File: config.mk
export PLATFORM = sky130hd
export DESIGN_NAME = apb_req_arbiter
export DESIGN_NICKNAME = d
export VERILOG_FILES = /design/src/rtl/apb_req_arbiter.sv
export SDC_FILE = /design/constraint.sdc
export NUM_CORES = 1
export LEC_CHECK = 0
export ABC_AREA = 1
export CAP_MARGIN = 15
export CORE_UTILIZATION = 55
export CTS_BUF_LIST = sky130_fd_sc_hd__clkbuf_8
export DETAILED_ROUTE_END_ITERATION = 12
export DONT_BUFFER_PORTS = 1
export GPL_TIMING_DRIVEN = 0
export PLACE_DENSITY_LB_ADDON = 0.3
export SLEW_MARGIN = 20
export SYNTH_ARGS = -nofsm -noshare
export SYNTH_HDL_FRONTEND = slang
export SYNTH_SLANG_ARGS = --single-unit
File: constraint.sdc
create_clock -name clk -period 2.19 [get_ports clk]
set_input_delay 0.219 -clock clk [delete_from_list [all_inputs] [get_ports clk]]
set_output_delay 0.219 -clock clk [all_outputs]
set_load 0.02 [all_outputs]
File: src/rtl/apb_req_arbiter.sv
// Round-robin arbiter that shares one APB master port between N_REQ requesters.
// Runs the SETUP/ACCESS sequence for the winner and returns rdata/err with a done pulse.
module apb_req_arbiter #(
   parameter int N_REQ   = 2,
   parameter int AW      = 9,
   parameter int DW      = 8,
   parameter int TIMEOUT = 16
) (
   input  logic                clk,
   input  logic                rst_n,
   input  logic [N_REQ-1:0]    req,
   input  logic [N_REQ-1:0]    req_write,
   input  logic [N_REQ*AW-1:0] req_addr,
   input  logic [N_REQ*DW-1:0] req_wdata,
   output logic [N_REQ-1:0]    gnt,
   output logic [N_REQ-1:0]    done,
   output logic [DW-1:0]       rdata,
   output logic                err,
   output logic [AW-1:0]       paddr,
   output logic                psel,
   output logic                penable,
   output logic                pwrite,
   output logic [DW-1:0]       pwdata,
   input  logic [DW-1:0]       prdata,
   input  logic                plsverr,
   input  logic                apb_rd_done,
   input  logic                idle
);

   localparam int PW = (N_REQ > 1) ? $clog2(N_REQ) : 1;
   localparam int TW = $clog2(TIMEOUT + 1);

   typedef enum logic [1:0] {S_IDLE, S_SETUP, S_ACCESS, S_DONE} state_t;

   state_t           state_q, state_d;
   logic [PW-1:0]    ptr_q, ptr_d;
   logic [PW-1:0]    own_q, own_d;
   logic [TW-1:0]    timer_q, timer_d;
   logic [N_REQ-1:0] gnt_d, done_d;
   logic [DW-1:0]    rdata_d, pwdata_d;
   logic [AW-1:0]    paddr_d;
   logic             err_d, psel_d, penable_d, pwrite_d;
   logic [PW-1:0]    win, cand;
   logic             found, finish;

   logic [AW-1:0]    addr_a  [N_REQ];
   logic [DW-1:0]    wdata_a [N_REQ];

   for (genvar g = 0; g < N_REQ; g++) begin : g_unpack
      assign addr_a[g]  = req_addr[g*AW +: AW];
      assign wdata_a[g] = req_wdata[g*DW +: DW];
   end

   // First requesting index at or after ptr, wrapping.
   always_comb begin
      found = 1'b0;
      win   = '0;
      cand  = '0;
      for (int i = 0; i < N_REQ; i++) begin
         cand = PW'((int'(ptr_q) + i) % N_REQ);
         if (!found && req[cand]) begin
            found = 1'b1;
            win   = cand;
         end
      end
   end

   always_comb begin
      state_d   = state_q;
      ptr_d     = ptr_q;
      own_d     = own_q;
      timer_d   = timer_q;
      gnt_d     = gnt;
      done_d    = '0;
      rdata_d   = rdata;
      err_d     = err;
      paddr_d   = paddr;
      pwrite_d  = pwrite;
      pwdata_d  = pwdata;
      psel_d    = psel;
      penable_d = penable;
      finish    = 1'b0;
      case (state_q)
         S_IDLE: begin
            psel_d    = 1'b0;
            penable_d = 1'b0;
            if (found && idle) begin
               own_d      = win;
               paddr_d    = addr_a[win];
               pwdata_d   = wdata_a[win];
               pwrite_d   = req_write[win];
               gnt_d      = '0;
               gnt_d[win] = 1'b1;
               psel_d     = 1'b1;
               state_d    = S_SETUP;
            end
         end
         S_SETUP: begin
            penable_d = 1'b1;
            timer_d   = '0;
            state_d   = S_ACCESS;
         end
         S_ACCESS: begin
            if (pwrite) begin
               finish  = 1'b1;
               err_d   = plsverr;
               rdata_d = '0;
            end else if (apb_rd_done) begin
               finish  = 1'b1;
               err_d   = plsverr;
               rdata_d = prdata;
            end else if (timer_q == TW'(TIMEOUT - 1)) begin
               // Last allowed ACCESS cycle with no read completion: give up.
               finish  = 1'b1;
               err_d   = 1'b1;
               rdata_d = '0;
            end else begin
               timer_d = timer_q + 1'b1;
            end
            if (finish) begin
               gnt_d     = '0;
               psel_d    = 1'b0;
               penable_d = 1'b0;
               done_d    = gnt;
               state_d   = S_DONE;
            end
         end
         S_DONE: begin
            ptr_d   = (own_q == PW'(N_REQ - 1)) ? '0 : own_q + 1'b1;
            state_d = S_IDLE;
         end
         default: state_d = S_IDLE;
      endcase
   end

   always_ff @(posedge clk or negedge rst_n) begin
      if (!rst_n) begin
         state_q <= S_IDLE;
         ptr_q   <= '0;
         own_q   <= '0;
         timer_q <= '0;
         gnt     <= '0;
         done    <= '0;
         rdata   <= '0;
         err     <= 1'b0;
         paddr   <= '0;
         pwrite  <= 1'b0;
         pwdata  <= '0;
         psel    <= 1'b0;
         penable <= 1'b0;
      end else begin
         state_q <= state_d;
         ptr_q   <= ptr_d;
         own_q   <= own_d;
         timer_q <= timer_d;
         gnt     <= gnt_d;
         done    <= done_d;
         rdata   <= rdata_d;
         err     <= err_d;
         paddr   <= paddr_d;
         pwrite  <= pwrite_d;
         pwdata  <= pwdata_d;
         psel    <= psel_d;
         penable <= penable_d;
      end
   end

endmodule

==> results of run 1 <==
## area by class of cell
cell class / count / area (um2)
buffer: 11 / 80.1
clock buffer: 6 / 82.6
clock inverter: 2 / 12.5
fill: 328 / 1210
inverter: 14 / 52.6
multi-input combinational: 200 / 887
sequential: 42 / 1050
tap: 46 / 57.6
timing repair buffer: 2 / 30.0
## report_power, final
| group | leakage (nW) | switching, mW | internal (mW) |
|---|---|---|---|
| combinational | 0.636 | 0.537 | 0.325 |
| sequential | 0.540 | 0.502 | 1.06 |
| clock | 0.0472 | 0.264 | 0.253 |
## cells by family (layout without fill, tap and decap cells)
logic type | after synthesis | count (layout) | synth area share, %
and+or+nand+nor | 173 | 173 | 33.6
DFF | 42 | 42 | 50.8
buffers and inverters | 25 | 35 | 6.40
AOI/OAI and AO/OA | 20 | 20 | 5.20
adders and majority gates | 6 | 6 | 3.63
xor gates and xnor gates | 1 | 1 | 0.423
## critical path: cells and delay by family, from the launching register on
family / cells / cell delay [ns]
compound gates: 1 / 0.11
flops: 1 / 0.41
fa+ha+maj: 2 / 0.40
simple gates: 4 / 0.31
buf+inv: 2 / 0.31
## synth_stat cells, types with 2 or more instances
master	number	share of area, %
o21ai_0	15	3.6
dfrtp_1	42	51
a21oi_1	2	0.48
nand2_1	138	25
buf_6	2	1.1
buf_2	4	0.97
ha_1	6	3.6
buf_4	5	1.8
nor2_1	8	1.5
nand3_1	24	5.8
o21ai_2	2	0.85
inv_1	13	2.4
## cells in the final DEF (no fill, tap or decap), types with 2 or more instances in the layout
| master | instances |
|---|---|
| nand2_1 | 138 |
| dfrtp_1 | 42 |
| nand3_1 | 24 |
| o21ai_0 | 15 |
| inv_1 | 13 |
| nor2_1 | 8 |
| ha_1 | 6 |
| clkbuf_8 | 6 |
| buf_4 | 5 |
| buf_2 | 4 |
| o21ai_2 | 2 |
| buf_6 | 2 |
| a21oi_1 | 2 |
## registers in the layout (all words and copies together) (netlist names), 2 cells and up
register	cells
gnt	2
rdata	8
paddr	9
state_q	2
timer_q	5
done	2
pwdata	8
## metrics by stage
stage	hold WS [ns]	utilization [%]	cell area [um2]	power (mW)	std cells
detailed placement	-0.0756	61.4	2130	2.42	313
CTS	0.0664	65.0	2250	2.96	323
global placement	-0.0755	61.4	2130	2.40	313
floorplan	-0.0766	-	2070	2.22	267
global route	0.0771	65.0	2250	3.19	323
finish	0.0770	65.0	2250	2.94	323
## worst max-delay path by stage
stage | start | to | slack [ns] | depth (start not counted)
4_1_cts | timer_q[0] | rdata[1] | 0.54 | 9
2_1_floorplan | timer_q[0] | err | 0.73 | 9
3_3_place_gp | timer_q[0] | rdata[1] | 0.59 | 9
5_1_grt | timer_q[0] | timer_q[4] | 0.35 | 10
3_5_place_dp | timer_q[0] | timer_q[2] | 0.56 | 10
6_report | timer_q[0] | rdata[1] | 0.54 | 9
## what timing repair did
item,in CTS,in global routing
hold buffers,2,0
gates resized for setup,0,0
hold endpoints to repair,42,0
## per-layer routing
metal	GRT usage, %	vias to the layer above	part of all wire (%)
met3	10.3	7	11
met1	26.9	738	43
li1	-	853	-
met5	0	-	0
met4	9.94	0	1.5
met2	35.6	73	45
==> impl_metrics.csv, run 1 <==
group,metric,value,unit
clocking,cts_tree,"yes",
global_route,grt_pass1_vias,1559,
global_route,grtUsageTotal,22.8,%
placement,pre_cts_ws,0.557,ns
sta,rsz0062_at_grt,"false",
synth,ys_ff_latch,42,
synth,yosysWarnings,0,
synth,async_flop_share,100,%
sta,period_minus_slack,1.65,ns
clocking,cts.htree.levels,2,
power_and_ir_drop,p_leak,1.22,nW
global_route,grt_antenna_before_repair,0,
worst_hold_path,hold_start,"prdata[7]",
floorplan,core,3470,um2
routing,drt_wl_total,4.09,mm
critical_path,crit_type,"reg2reg",
clocking,cts.sinks,42,
routing,drc,0,
sta,post-route-period-util,75.1,%
sta,finalSetupViolations,0,
clocking,path_clk_slew,0.08,ns
critical_path,r2r_end,"rdata[1]",
routing,via_per_inst,5.17,
worst_hold_path,hold_path.class,"in2reg",
routing,drt-pass1-iter-count,4,
critical_path,end_kind,"flip-flop",
synth,seq_area_frac_synth,50.8,%
synth,syn-num-nets,324,
final_layout,drive_gt1_share,9.39,%
critical_path,path_common_cell,"nand2_1",
critical_path,cp.required,2.37,ns
sta,relSlewSlack,70.9,%
global_route,grt_max_degree,43,
placement,hpwl,2.92,mm
floorplan,rows,21,
synth,syn_area,2070,um2
critical_path,cp_max_fo,10,
synth,syn_inst,267,
run_status,status,"complete, no violations",
critical_path,cp-start-kind,"flip-flop",
sta,hold_violations,0,
routing,vias,1671,
clocking,cts_setup_buffers,0,
placement,io_buffers,0,
worst_hold_path,hold_path_depth,2,
critical_path,crit_arrival,1.82,ns
global_route,grt_pass1_wl,6.93,mm
floorplan,die_w,63.4,um
power_and_ir_drop,ir_worst_vdd,0.583,mV
floorplan,initial_core_util,59.7,%
sta,worst_slew_pin_slew,0.434,ns
critical_path,r2r_start,"timer_q[0]",
clocking,clock_latency,0.30,ns
critical_path,cp_slowest_cell,"dfrtp_1",
clocking,cts.path.max_buffers,2,
clocking,numCtsBuffers,5,
synth,synth_flop_cell,"dfrtp_1",
floorplan,io_pins,84,
synth,synth.distinct_cells,18,
sta,finalMaxSlewViolations,0,
power_and_ir_drop,powerDensity,1310,nW/um2
critical_path,cp_cell_sequence,"ha_1 > nand2_1 > nor2_1 > ha_1 > inv_1 > nand2_1 > nand2_1 > buf_2 > o21ai_0",
routing,routedWlPerCell,12.7,um
sta,tns,0,ns
critical_path,ff2ff_setup_slack,0.54,ns
sta,fin_skew,0.0112,ns
routing,drt_iter0_drc,69,
floorplan,dieHeight,63.4,um
global_route,grt_overflow,0,
placement,gp_congestion,0.787,
floorplan,die_area,4010,um2
clocking,cts-root-buf,"clkbuf_8",
routing,ant_nets,0,
final_layout,area_growth_syn_to_layout,8.82,%
final_layout,antenna_cells,0,
run,cap_violations,0,
final_layout,num-nets-final,333,
synth,synth_edf_count,0,
sta,fmax,608,MHz
worst_hold_path,hold_path_end,"rdata[7]",
synth,avgSynthCellArea,7.76,um2
sta,worst_slack,0.545,ns
critical_path,ff2ff_path_depth,9,
critical_path,max_stage_delay,0.41,ns
(Power assumes the default switching activity.)
==> run 2: changes to the inputs <==
clock period = 1.4 ns   (was 2.19 ns; I/O delays follow)
==> run 2 against run 1 <==
  * The run now ends with setup timing left
  * Worst setup slack got worse by 0.63 ns
  * Utilization grew 8.9 points
  * Register-to-register slack got worse by 0.63 ns
  * First-iteration DRC count shrank 23%
  * Via count grew 7.1%
  * Clock-buffer cell count stayed put
  * Hold slack got worse by 0.049 ns
  * Power up 76%
  * Fmax up 11%
  * Sequential cell count unchanged
  * Cell count grew 5.9%
  * Largest cell class unchanged
  * Sequential power up 58%
  * Highest routed layer unchanged
==> impl_metrics.csv, run 2 (synthesis gave the netlist of run 1 again) <==
group,metric,value,unit
global_route,grt_antenna_before_repair,0,
run_status,status,"complete, but fails checks",
global_route,grt_pass1_vias,1716,
routing,drc,0,
critical_path,cp_slowest_cell,"dfrtp_1",
sta,worst_slew_pin_slew,0.533,ns
final_layout,antenna_cells,0,
global_route,grt_overflow,0,
sta,hold_violations,0,
global_route,grtUsageTotal,24.6,%
critical_path,max_stage_delay,0.39,ns
sta,post-route-period-util,106,%
floorplan,initial_core_util,59.7,%
global_route,grt_use_met2,41.4,%
clocking,cts.path.max_buffers,2,
run_status,failed_checks,"setup timing",
floorplan,io_pins,84,
power_and_ir_drop,p_leak,1.34,nW
power_and_ir_drop,powerDensity,2020,nW/um2
floorplan,rows,21,
critical_path,crit_type,"reg2reg",
critical_path,cp_cell_sequence,"ha_2 > nand2_1 > nor2_1 > ha_2 > inv_2 > nand2_2 > nand2_4 > buf_6 > nand2_2 > o21ai_2",
final_layout,final_cell_mix,"nand2_1, dfrtp_1, nand3_1",
final_layout,regMostFlops,"paddr",
floorplan,core,3470,um2
final_layout,fin_util,73.8,%
routing,ant_nets,0,
clocking,clock_latency,0.29,ns
final_layout,largest_registers,"paddr x9, pwdata x8, rdata x8",
critical_path,cp_max_fo,7,
clocking,cts.sinks,42,
final_layout,largest_reg_flops,9,
clocking,path_clk_slew,0.08,ns
worst_hold_path,hold_path.class,"in2reg",
final_layout,area_growth_syn_to_layout,23.7,%
routing,vias,1789,
power_and_ir_drop,finalPower,5.18,mW
sta,fin_skew,0.00752,ns
placement,hpwl,2.92,mm
placement,pre_cts_ws,-0.132,ns
clocking,cts_tree,"yes",
run,cap_violations,0,
global_route,grt-busiest-layer,"met2",
critical_path,cp.required,1.62,ns
sta,worst_slack,-0.0867,ns
final_layout,final_common_cell,"nand2_1",
sta,period_minus_slack,1.49,ns
placement,io_buffers,0,
floorplan,die_area,4010,um2
critical_path,cp-start-kind,"flip-flop",
clocking,cts-root-buf,"clkbuf_8",
placement,dp.cells,313,
sta,finalMaxSlewViolations,0,
placement,gp_congestion,0.778,
sta,rsz0062_at_grt,"true",
clocking,cts.htree.levels,2,
routing,drt_iter0_drc,53,
final_layout,num-nets-final,352,
critical_path,end_kind,"flip-flop",
sta,relSlewSlack,64.4,%
global_route,grt_use_met3,8.15,%
floorplan,die_w,63.4,um
final_layout,drive_gt1_share,24.0,%
global_route,use_met1,30.2,%
global_route,grt_max_degree,43,
routing,drt_wl_total,4.67,mm
final_layout,final_cell_count_no_fill,342,
clocking,numCtsBuffers,5,
routing,drt-pass1-iter-count,4,
floorplan,dieHeight,63.4,um
global_route,grt_pass1_wl,7.71,mm
routing,routedWlPerCell,13.6,um
sta,finalSetupViolations,19,
sta,fmax,673,MHz
power_and_ir_drop,ir_worst_vdd,1.22,mV
critical_path,crit_arrival,1.71,ns
routing,via_per_inst,5.23,
## run 2: per-stage QoR
| step | area (um2) | TNS [ns] | hold slack, ns |
|---|---|---|---|
| 2_1_floorplan | 2090 | 0 | -0.156 |
| 4_1_cts | 2450 | -1.10 | 0.0278 |
| 3_5_place_dp | 2150 | -4.40 | -0.155 |
| 5_1_grt | 2560 | -4.67 | 0.0356 |
| 6_report | 2560 | -1.13 | 0.0278 |
| 3_3_place_gp | 2150 | -3.29 | -0.155 |
## run 2: final cells by class
type | count | area (um2)
multi-input cells | 200 | 1010
flip-flops and latches | 42 | 1050
well taps | 46 | 57.6
plain buffers | 11 | 90.1
clock inverters | 2 | 12.5
fillers | 266 | 907
repair buffers | 21 | 200
clock buffers | 6 | 82.6
inverters | 14 | 52.6
## run 2: where the power goes
group,switching (mW),leakage [nW],total [mW],internal (mW)
combinational,1.11,0.756,1.92,0.809
sequential,0.807,0.540,2.47,1.66
clock,0.400,0.0472,0.796,0.396
## run 2: repair_timing
item                                    CTS  global route
endpoints found under the setup margin   41            41
gates cloned                              2             0
endpoints found under the hold margin    50             0
gates resized for setup                  28            25
hold buffers                             10             0
setup buffers                             5             4
pin swaps                                 5             6
## run 2: per-layer routing
| layer | vias up | part of all wire, % |
|---|---|---|
| met3 | 5 | 7.2 |
| li1 | 883 | - |
| met5 | - | 0 |
| met1 | 822 | 41 |
| met2 | 79 | 50 |
| met4 | 0 | 0.81 |
## run 2: path summary, 6_finish.rpt
path / start / end / slack (ns) / cells past startpoint
worst min register to register: own_q / ptr_q / 0.44 / 1
worst max-delay path: timer_q[0] / rdata[4] / -0.09 / 10
worst max register to register: timer_q[0] / rdata[4] / -0.09 / 10
max in group asynchronous: rst_n / timer_q[0] / 0.86 / 2
worst min-delay path: plsverr / err / 0.03 / 2
min in group asynchronous: rst_n / rdata[5] / 0.33 / 2
## run 2: critical path, delay by kind of cell, from the launching register on
kind	cells	cell delay, ns
buffers and inverters	2	0.23
flip-flops	1	0.39
AO/OA/AOI/OAI	1	0.06
adder cells (fa/ha/maj)	2	0.35
AND/OR/NAND/NOR	5	0.37
==> run 3: changes to the inputs <==
RECOVER_POWER = 25   (was not set)
SLEW_MARGIN = 10   (was 20)
==> run 3 against run 2 <==
  * Combinational power hardly changed
  * Register-to-register slack about the same
  * Global-route usage unchanged
  * Sequential cell count unchanged
  * Clock-buffer cell count unchanged
  * Utilization fell by 0.43 points
  * Power is 0.12% lower
  * Critical path depth is the same
  * Routed wire length is essentially flat
  * Critical endpoint unchanged
  * The flow still finishes with violations (setup timing)
  * Critical path type unchanged
==> impl_metrics.csv, run 3 (synthesis gave the netlist of run 1 again) <==
group,metric,value,unit
clocking,path_clk_slew,0.08,ns
clocking,cts.htree.levels,2,
floorplan,initial_core_util,59.7,%
routing,drt-pass1-iter-count,4,
final_layout,design_area,2550,um2
placement,io_buffers,0,
final_layout,antenna_cells,0,
critical_path,cp.required,1.62,ns
final_layout,drive_gt1_share,24.0,%
critical_path,r2r_start,"timer_q[0]",
critical_path,cp_max_fo,7,
clocking,cts_tree,"yes",
power_and_ir_drop,powerDensity,2030,nW/um2
critical_path,crit_arrival,1.71,ns
worst_hold_path,hold_path.class,"in2reg",
clocking,cts.sinks,42,
global_route,grt_antenna_before_repair,0,
global_route,grt_pass1_vias,1716,
final_layout,regMostFlops,"paddr",
sta,rsz0062_at_grt,"true",
final_layout,largest_reg_flops,9,
power_and_ir_drop,p_switching,2.31,mW
sta,tns,-1.14,ns
floorplan,die_area,4010,um2
worst_hold_path,hold_start,"plsverr",
floorplan,dieHeight,63.4,um
run_status,status,"complete, but fails checks",
sta,hold_violations,0,
power_and_ir_drop,p_comb_share,36.9,%
critical_path,ff2ff_path_depth,10,
sta,relSlewSlack,39.7,%
clocking,cts.path.max_buffers,2,
power_and_ir_drop,p_int,2.86,mW
critical_path,end_kind,"flip-flop",
final_layout,final_common_cell,"nand2_1",
clocking,clock_latency,0.29,ns
sta,worst_slack,-0.0881,ns
placement,dp.cells,313,
routing,drt_iter0_drc,53,
global_route,grt_max_degree,43,
floorplan,rows,21,
sta,period_minus_slack,1.49,ns
global_route,grt_pass1_wl,7.71,mm
critical_path,ff2ff_setup_slack,-0.09,ns
placement,hpwl,2.92,mm
sta,finalMaxSlewViolations,0,
routing,routedWlPerCell,13.7,um
clocking,cts-root-buf,"clkbuf_8",
final_layout,final_cell_count_no_fill,342,
global_route,grt_overflow,0,
critical_path,crit_type,"reg2reg",
final_layout,largest_registers,"paddr x9, pwdata x8, rdata x8",
routing,vias,1796,
placement,placed_cell_area,2150,um2
global_route,grt_use_met3,8.15,%
global_route,grtUsageTotal,24.6,%
floorplan,core,3470,um2
power_and_ir_drop,ir_worst_vdd,1.23,mV
routing,ant_nets,0,
sta,worst_slew_pin_slew,0.905,ns
power_and_ir_drop,p_leak,1.34,nW
critical_path,r2r_end,"rdata[4]",
power_and_ir_drop,finalPower,5.17,mW
placement,gp_congestion,0.778,
worst_hold_path,hold_path_depth,2,
sta,holdWs,0.0280,ns
final_layout,area_growth_syn_to_layout,23.0,%
final_layout,final_cell_mix,"nand2_1, dfrtp_1, nand3_1",
worst_hold_path,hold_path_end,"err",
routing,drc,0,
global_route,grt_use_met2,41.4,%
global_route,use_met1,30.2,%
run,cap_violations,0,
final_layout,num-nets-final,352,
sta,post-route-period-util,106,%
sta,finalSetupViolations,19,
routing,via_per_inst,5.25,
clocking,numCtsBuffers,5,
run_status,failed_checks,"setup timing",
floorplan,die_w,63.4,um
critical_path,cp-start-kind,"flip-flop",
routing,drt_wl_total,4.67,mm
global_route,grt-busiest-layer,"met2",
power_and_ir_drop,seqPwrFrac,47.7,%
sta,fmax,672,MHz
power_and_ir_drop,clockPowerShare,15.4,%
power_and_ir_drop,switching_share,44.7,%
sta,fin_skew,0.00750,ns
floorplan,io_pins,84,
-- run 3: cell counts in the layout (fill, tap and decap cells not counted) --
Identical to the previous run, type by type.
-- run 3: cell type report --
class | instances | area, um2
plain buffers | 11 | 90.1
flip-flops and latches | 42 | 1050
clock buffers | 6 | 82.6
fillers | 268 | 922
well taps | 46 | 57.6
inverters | 14 | 52.6
clock inverters | 2 | 12.5
multi-input cells | 200 | 1010
repair buffers | 21 | 185
-- run 3: timing repair --
action / 4_1_cts / 5_1_grt
setup buffers: 5 / 4
gates resized for setup: 28 / 25
endpoints found under the hold margin: 50 / 0
setup endpoints to repair: 41 / 41
hold buffers: 10 / 0
pin swaps: 5 / 6
gates cloned: 2 / 0
-- run 3: power by group through the flow --
stage / clock network, mW / logic, mW / registers (mW)
CTS: 0.805 / 1.66 / 2.45
finish: 0.795 / 1.91 / 2.47
floorplan: 0 / 1.14 / 2.37
global placement: 0 / 1.33 / 2.46
global route: 0.864 / 2.17 / 2.52
detailed placement: 0 / 1.39 / 2.47
-- run 3: worst max-delay path by stage --
stage,start,endpoint,slack (ns)
floorplan,timer_q[0],timer_q[2],0.004
global placement,state_q[0],own_q,-0.12
detailed placement,state_q[0],own_q,-0.13
CTS,timer_q[0],rdata[4],-0.09
global route,timer_q[0],err,-0.21
finish,timer_q[0],rdata[4],-0.09
-- run 3: through the flow --
stage | utilization [%] | setup slack [ns]
2_1_floorplan | - | 0.00412
3_3_place_gp | 61.9 | -0.115
3_5_place_dp | 61.9 | -0.132
4_1_cts | 70.6 | -0.0864
5_1_grt | 73.4 | -0.210
6_report | 73.4 | -0.0881
-- run 3: critical path, cell delays in order (launching register included) --
cell	delay (ns)
dfrtp_1	0.39
ha_2	0.19
nand2_1	0.06
nor2_1	0.04
ha_2	0.16
inv_2	0.08
nand2_2	0.07
nand2_4	0.15
buf_6	0.16
nand2_2	0.05
o21ai_2	0.06
-- run 3: per-layer routing --
metal | vias up | part of all wire [%]
met5 | - | 0
met4 | 0 | 1.2
met3 | 7 | 7.5
met2 | 84 | 50
met1 | 823 | 41
li1 | 882 | -
